### src/rtl/axi_read_arbiter.sv
// Two-to-one AXI read arbiter: icache (requester 0) and dcache (requester 1) share
// one downstream AR/R port, round-robin on ties, grant held from AR through rlast.
module axi_read_arbiter #(
  parameter int ID_WIDTH   = 13,
  parameter int ADDR_WIDTH = 64,
  parameter int DATA_WIDTH = 64
) (
  input  logic                  clk,
  input  logic                  reset,

  input  logic [ID_WIDTH-1:0]   icache_m_axi_arid,
  input  logic [ADDR_WIDTH-1:0] icache_m_axi_araddr,
  input  logic [7:0]            icache_m_axi_arlen,
  input  logic [2:0]            icache_m_axi_arsize,
  input  logic [1:0]            icache_m_axi_arburst,
  input  logic                  icache_m_axi_arlock,
  input  logic [3:0]            icache_m_axi_arcache,
  input  logic [2:0]            icache_m_axi_arprot,
  input  logic                  icache_m_axi_arvalid,
  output logic                  icache_m_axi_arready,
  output logic [ID_WIDTH-1:0]   icache_m_axi_rid,
  output logic [DATA_WIDTH-1:0] icache_m_axi_rdata,
  output logic [1:0]            icache_m_axi_rresp,
  output logic                  icache_m_axi_rlast,
  output logic                  icache_m_axi_rvalid,
  input  logic                  icache_m_axi_rready,

  input  logic [ID_WIDTH-1:0]   dcache_m_axi_arid,
  input  logic [ADDR_WIDTH-1:0] dcache_m_axi_araddr,
  input  logic [7:0]            dcache_m_axi_arlen,
  input  logic [2:0]            dcache_m_axi_arsize,
  input  logic [1:0]            dcache_m_axi_arburst,
  input  logic                  dcache_m_axi_arlock,
  input  logic [3:0]            dcache_m_axi_arcache,
  input  logic [2:0]            dcache_m_axi_arprot,
  input  logic                  dcache_m_axi_arvalid,
  output logic                  dcache_m_axi_arready,
  output logic [ID_WIDTH-1:0]   dcache_m_axi_rid,
  output logic [DATA_WIDTH-1:0] dcache_m_axi_rdata,
  output logic [1:0]            dcache_m_axi_rresp,
  output logic                  dcache_m_axi_rlast,
  output logic                  dcache_m_axi_rvalid,
  input  logic                  dcache_m_axi_rready,

  output logic [ID_WIDTH-1:0]   m_axi_arid,
  output logic [ADDR_WIDTH-1:0] m_axi_araddr,
  output logic [7:0]            m_axi_arlen,
  output logic [2:0]            m_axi_arsize,
  output logic [1:0]            m_axi_arburst,
  output logic                  m_axi_arlock,
  output logic [3:0]            m_axi_arcache,
  output logic [2:0]            m_axi_arprot,
  output logic                  m_axi_arvalid,
  input  logic                  m_axi_arready,
  input  logic [ID_WIDTH-1:0]   m_axi_rid,
  input  logic [DATA_WIDTH-1:0] m_axi_rdata,
  input  logic [1:0]            m_axi_rresp,
  input  logic                  m_axi_rlast,
  input  logic                  m_axi_rvalid,
  output logic                  m_axi_rready,

  output logic                  rresp_err
);

  typedef enum logic [1:0] {
    IDLE = 2'd0,
    ADDR = 2'd1,
    DATA = 2'd2
  } state_t;

  state_t     state_reg, state_next;
  logic       grant_reg, grant_next;
  logic       last_grant_reg, last_grant_next;
  logic [8:0] beats_reg, beats_next;
  logic       rresp_err_reg, rresp_err_next;

  // Requester-indexed views of the two cache ports (index 0 = icache, 1 = dcache)
  logic [1:0]            req_arvalid;
  logic [1:0]            req_arready;
  logic [1:0]            req_rvalid;
  logic [1:0]            req_rready;
  logic [ID_WIDTH-1:0]   req_arid    [2];
  logic [ADDR_WIDTH-1:0] req_araddr  [2];
  logic [7:0]            req_arlen   [2];
  logic [2:0]            req_arsize  [2];
  logic [1:0]            req_arburst [2];
  logic                  req_arlock  [2];
  logic [3:0]            req_arcache [2];
  logic [2:0]            req_arprot  [2];

  logic ar_phase;
  logic r_phase;
  logic ar_fire;
  logic r_fire;

  assign req_arvalid = {dcache_m_axi_arvalid, icache_m_axi_arvalid};
  assign req_rready  = {dcache_m_axi_rready, icache_m_axi_rready};

  assign req_arid[0]    = icache_m_axi_arid;
  assign req_araddr[0]  = icache_m_axi_araddr;
  assign req_arlen[0]   = icache_m_axi_arlen;
  assign req_arsize[0]  = icache_m_axi_arsize;
  assign req_arburst[0] = icache_m_axi_arburst;
  assign req_arlock[0]  = icache_m_axi_arlock;
  assign req_arcache[0] = icache_m_axi_arcache;
  assign req_arprot[0]  = icache_m_axi_arprot;

  assign req_arid[1]    = dcache_m_axi_arid;
  assign req_araddr[1]  = dcache_m_axi_araddr;
  assign req_arlen[1]   = dcache_m_axi_arlen;
  assign req_arsize[1]  = dcache_m_axi_arsize;
  assign req_arburst[1] = dcache_m_axi_arburst;
  assign req_arlock[1]  = dcache_m_axi_arlock;
  assign req_arcache[1] = dcache_m_axi_arcache;
  assign req_arprot[1]  = dcache_m_axi_arprot;

  // State register
  always_ff @(posedge clk) begin
    if (reset) begin
      state_reg      <= IDLE;
      grant_reg      <= 1'b0;
      last_grant_reg <= 1'b1;
      beats_reg      <= 9'd0;
      rresp_err_reg  <= 1'b0;
    end else begin
      state_reg      <= state_next;
      grant_reg      <= grant_next;
      last_grant_reg <= last_grant_next;
      beats_reg      <= beats_next;
      rresp_err_reg  <= rresp_err_next;
    end
  end

  assign ar_fire = m_axi_arvalid && m_axi_arready;
  assign r_fire  = m_axi_rvalid && m_axi_rready;

  // Next-state logic
  always_comb begin
    state_next      = state_reg;
    grant_next      = grant_reg;
    last_grant_next = last_grant_reg;
    beats_next      = beats_reg;
    rresp_err_next  = rresp_err_reg;
    unique case (state_reg)
      IDLE: begin
        if (|req_arvalid) begin
          state_next = ADDR;
          // On a tie the requester that did not win last time goes first
          if (&req_arvalid) begin
            grant_next = ~last_grant_reg;
          end else begin
            grant_next = req_arvalid[1];
          end
        end
      end
      ADDR: begin
        if (ar_fire) begin
          state_next = DATA;
          beats_next = 9'd0;
        end
      end
      DATA: begin
        if (r_fire) begin
          beats_next = beats_reg + 9'd1;
          if (m_axi_rresp != 2'b00) begin
            rresp_err_next = 1'b1;
          end
          // Only rlast ends the burst; the beat counter is informational
          if (m_axi_rlast) begin
            last_grant_next = grant_reg;
            state_next      = IDLE;
          end
        end
      end
      default: begin
        state_next = IDLE;
      end
    endcase
  end

  // Output logic
  always_comb begin
    ar_phase      = 1'b0;
    r_phase       = 1'b0;
    m_axi_arvalid = 1'b0;
    m_axi_rready  = 1'b0;
    unique case (state_reg)
      ADDR: begin
        ar_phase      = 1'b1;
        m_axi_arvalid = req_arvalid[grant_reg];
      end
      DATA: begin
        r_phase      = 1'b1;
        m_axi_rready = req_rready[grant_reg];
      end
      default: begin
        ar_phase = 1'b0;
      end
    endcase
  end

  // Per-requester handshake demux: only the granted side sees downstream handshakes
  genvar gi;
  generate
    for (gi = 0; gi < 2; gi++) begin : g_req
      assign req_arready[gi] = ar_phase && (grant_reg == 1'(gi)) && m_axi_arready;
      assign req_rvalid[gi]  = r_phase && (grant_reg == 1'(gi)) && m_axi_rvalid;
    end
  endgenerate

  // AR payload passes straight through from the granted requester
  assign m_axi_arid    = req_arid[grant_reg];
  assign m_axi_araddr  = req_araddr[grant_reg];
  assign m_axi_arlen   = req_arlen[grant_reg];
  assign m_axi_arsize  = req_arsize[grant_reg];
  assign m_axi_arburst = req_arburst[grant_reg];
  assign m_axi_arlock  = req_arlock[grant_reg];
  assign m_axi_arcache = req_arcache[grant_reg];
  assign m_axi_arprot  = req_arprot[grant_reg];

  assign icache_m_axi_arready = req_arready[0];
  assign dcache_m_axi_arready = req_arready[1];
  assign icache_m_axi_rvalid  = req_rvalid[0];
  assign dcache_m_axi_rvalid  = req_rvalid[1];

  // R payload is broadcast; rvalid alone qualifies it per requester
  assign icache_m_axi_rid   = m_axi_rid;
  assign icache_m_axi_rdata = m_axi_rdata;
  assign icache_m_axi_rresp = m_axi_rresp;
  assign icache_m_axi_rlast = m_axi_rlast;
  assign dcache_m_axi_rid   = m_axi_rid;
  assign dcache_m_axi_rdata = m_axi_rdata;
  assign dcache_m_axi_rresp = m_axi_rresp;
  assign dcache_m_axi_rlast = m_axi_rlast;

  assign rresp_err = rresp_err_reg;

endmodule

### config.mk
export PLATFORM = sky130hd
export DESIGN_NAME = axi_read_arbiter
export DESIGN_NICKNAME = d
export VERILOG_FILES = /design/src/rtl/axi_read_arbiter.sv
export SDC_FILE = /design/constraint.sdc
export NUM_CORES = 1
export LEC_CHECK = 0
export BUFFER_PORTS_ARGS = -buffer_cell sky130_fd_sc_hd__buf_2
export CORE_AREA = 2 2 212 214
export CTS_CLUSTER_SIZE = 8
export DETAILED_ROUTE_END_ITERATION = 12
export DIE_AREA = 0 0 214 216
export SETUP_SLACK_MARGIN = 0.5
export SKIP_LAST_GASP = 1
export SLEW_MARGIN = 40
export SYNTH_ARGS = -nofsm -noshare
export SYNTH_HDL_FRONTEND = slang
export SYNTH_SLANG_ARGS = --single-unit
### constraint.sdc
create_clock -name clk -period 2.5 [get_ports clk]
set_input_delay 0.125 -clock clk [delete_from_list [all_inputs] [get_ports clk]]
set_output_delay 0.125 -clock clk [all_outputs]
set_load 0.05 [all_outputs]
==> results.md <==
* Run status: finished, final reports clean
* Initial Util at 0.0611
* Root buf cell: clkbuf_16
* I/O pin cnt at 549
* Setup crit start kind: register
* Clk_skew at 0.00201 ns
* Crit path time final at 1.80 ns
* Fin crit share at 0.719
* Core box area at 43800 um2
* DRT iter0 DRCs at 53
* Longest Clk Path Bufs at 2
* Post-CTS Setup Inserts at 0
* Top delay family on crit path: buffers and inverters
* Share of layout cells above drive strength 1 at 0.925
* Achievable Freq at 556 MHz
* Crit path max-delay cell type: buf_4
* Pwr Total at 1.42 mW
* Unrepaired setup endpoints after global routing: no
* Mapped Nets at 589
* Max reg flops at 2
* DRC errors left at 0
* Worst path bufs/invs at 3
* FP Rows at 77
* #FFs+latches synth at 5
* Clock Latency Late Sink at 0.23 ns
* Critical path peak fanout at 34
* Total number of vias at 2628
* DP Wirelength at 11500 um
* Die Y at 216 um
* DR WL/cell at 12.2 um
* Multi-input logic area at 1280 um2
* Slew HR at 0.673
* Count of cell types in the netlist at 20
* Clock sinks at 5
* Slew @ Worst Pin at 0.490 ns
* Worst min path class: in -> reg
* Post-Syn Area at 2680 um2
* Layout fillers at 5077
* Critical path required time at 2.38 ns
* Yosys warns at 0
* Syn Area/Cell at 8.77 um2
* Pwr dens at 370 nW/um2
* Pre-CTS setup slack at 0.900 ns
* CTS Hold Bufs at 0
* Die X-Extent at 214 um
* Final setup viols at 0
* Post-route ant nets at 0
* GRT Residual Overflow at 0
* Number of global-route vias before repair at 2630
* Seq. cell area at 104 um2
* IO Port Bufs at 317
* Slew Viols, Final at 0
* Max Cap Viol at 0
* Syn-to-layout area delta at 43.2%
* Crit. End Element: primary output
* Final setup margin at 0.703 ns
* CP Class: reg -> out
* P_leak at 1.78 nW
* Synth Instances at 305
* Worst vdd rail ir drop at 110 uV
* Utilization after layout at 0.0875
* Largest net degree at the start of global routing at 71
* Gpl congestion at 0.714
* Data arrival, critical path at 1.67 ns
* GRT Total Usage at 0.0503
* H-tree depth at 1
* Final Hold Vio Count at 0
* First-pass GRT wire length at 17100 um
* Setup TNS at 0 ns
* Vias per cell at 2.50
* CTS Buf Count at 3
* # resized after CTS at 0
* TritonCTS clock tree: built
* Clock transition at path regs at 0.03 ns
* First drt pass iteration count at 4
* Die footprint at 46200 um2
* Wirelength, routed at 12800 um
* Cell Chain, Critical Path: buf_4, inv_1, nor2_1, buf_2
* # nets final at 741
* Seq/Total Area, Yosys at 0.0374
* Max incr delay on CP at 0.39 ns
* Initial antenna violation count at 7
[routing by layer]
metal / GRT usage / vias to the layer above / part of all wire
li1: - / 1167 / -
met1: 0.0504 / 1094 / 0.34
met2: 0.0856 / 301 / 0.47
met3: 0.0197 / 66 / 0.13
met4: 0.0357 / 0 / 0.058
met5: 0 / - / 0
[synth_stat cells]
library cell | instances | area share
or3_1 | 2 | 0.0047
dfxtp_1 | 5 | 0.037
mux2_2 | 98 | 0.41
mux2i_1 | 3 | 0.011
nand3b_1 | 1 | 0.0028
buf_2 | 3 | 0.0056
buf_4 | 168 | 0.47
or2b_1 | 1 | 0.0028
buf_6 | 1 | 0.0042
inv_1 | 2 | 0.0028
o31ai_1 | 1 | 0.0028
nor2_1 | 9 | 0.013
nand3_1 | 1 | 0.0019
a21oi_1 | 2 | 0.0037
nand2_1 | 2 | 0.0028
nor3b_1 | 2 | 0.0056
o32ai_1 | 1 | 0.0033
a21o_1 | 1 | 0.0028
nor3_1 | 1 | 0.0019
nand3b_4 | 1 | 0.0075
[final cells by class]
| class | instances | area share |
|---|---|---|
| Sequential cell | 5 | 0.0271 |
| Multi-Input combinational cell | 126 | 0.334 |
| Timing Repair Buffer | 319 | 0.421 |
| Tap cell | 592 | 0.193 |
| Antenna cell | 3 | 0.00196 |
| Clock buffer | 4 | 0.0206 |
| Inverter | 2 | 0.00196 |
[where the power goes]
group / total [mW] / switching (mW) / internal [mW]
clock network: 0.264 / 0.0530 / 0.211
logic: 1.06 / 0.716 / 0.348
registers: 0.0913 / 0.00731 / 0.0839
[cells in the final DEF, fill, tap and decap left out]
| master | Yosys | routed |
|---|---|---|
| buf_2 | 3 | 317 |
| mux2_2 | 98 | 98 |
| nor2_1 | 9 | 9 |
| dfxtp_1 | 5 | 4 |
| diode_2 | 0 | 3 |
| mux2i_1 | 3 | 3 |
| clkbuf_16 | 0 | 3 |
| inv_1 | 2 | 2 |
| nor3b_1 | 2 | 2 |
| or3_1 | 2 | 2 |
| nand2_1 | 2 | 2 |
| a21oi_1 | 2 | 2 |
| nand3b_4 | 1 | 1 |
| nand3b_1 | 1 | 1 |
| or2b_1 | 1 | 1 |
| o31ai_1 | 1 | 1 |
| nand3_1 | 1 | 1 |
| a21o_1 | 1 | 1 |
| o32ai_1 | 1 | 1 |
| nor3_1 | 1 | 1 |
| clkbuf_1 | 0 | 1 |
| dfxtp_4 | 0 | 1 |
| buf_12 | 0 | 1 |
| buf_4 | 168 | 1 |
[cell families after synthesis]
family	share of synthesized area
multiplexers	0.424
buffers and inverters	0.484
flip-flops	0.0374
AO/OA/AOI/OAI	0.0126
AND/OR/NAND/NOR	0.0425
[worst min-delay path, delay by kind of cell]
kind | cells | cell delay [ns]
simple gates | 1 | 0.07
buf+inv | 1 | 0.12
compound gates | 1 | 0.05
[metrics by stage]
stage	hold slack (ns)	instances	area (um2)
6_report	0.186	1051	3830
5_1_grt	0.221	1051	3830
4_1_cts	0.183	1048	3830
3_5_place_dp	0.250	1044	3750
3_3_place_gp	0.250	1044	3750
2_1_floorplan	0.194	305	2680
[final timing paths]
check / startpoint / end / slack, ns / depth (start not counted)
max: grant_reg / dcache_m_axi_rvalid / 0.70 / 4
min: dcache_m_axi_arvalid / grant_reg / 0.19 / 3
max reg2reg: grant_reg / last_grant_reg / 0.98 / 4
min reg2reg: rresp_err / rresp_err / 0.45 / 2
Power figures use the tool's default switching activity.
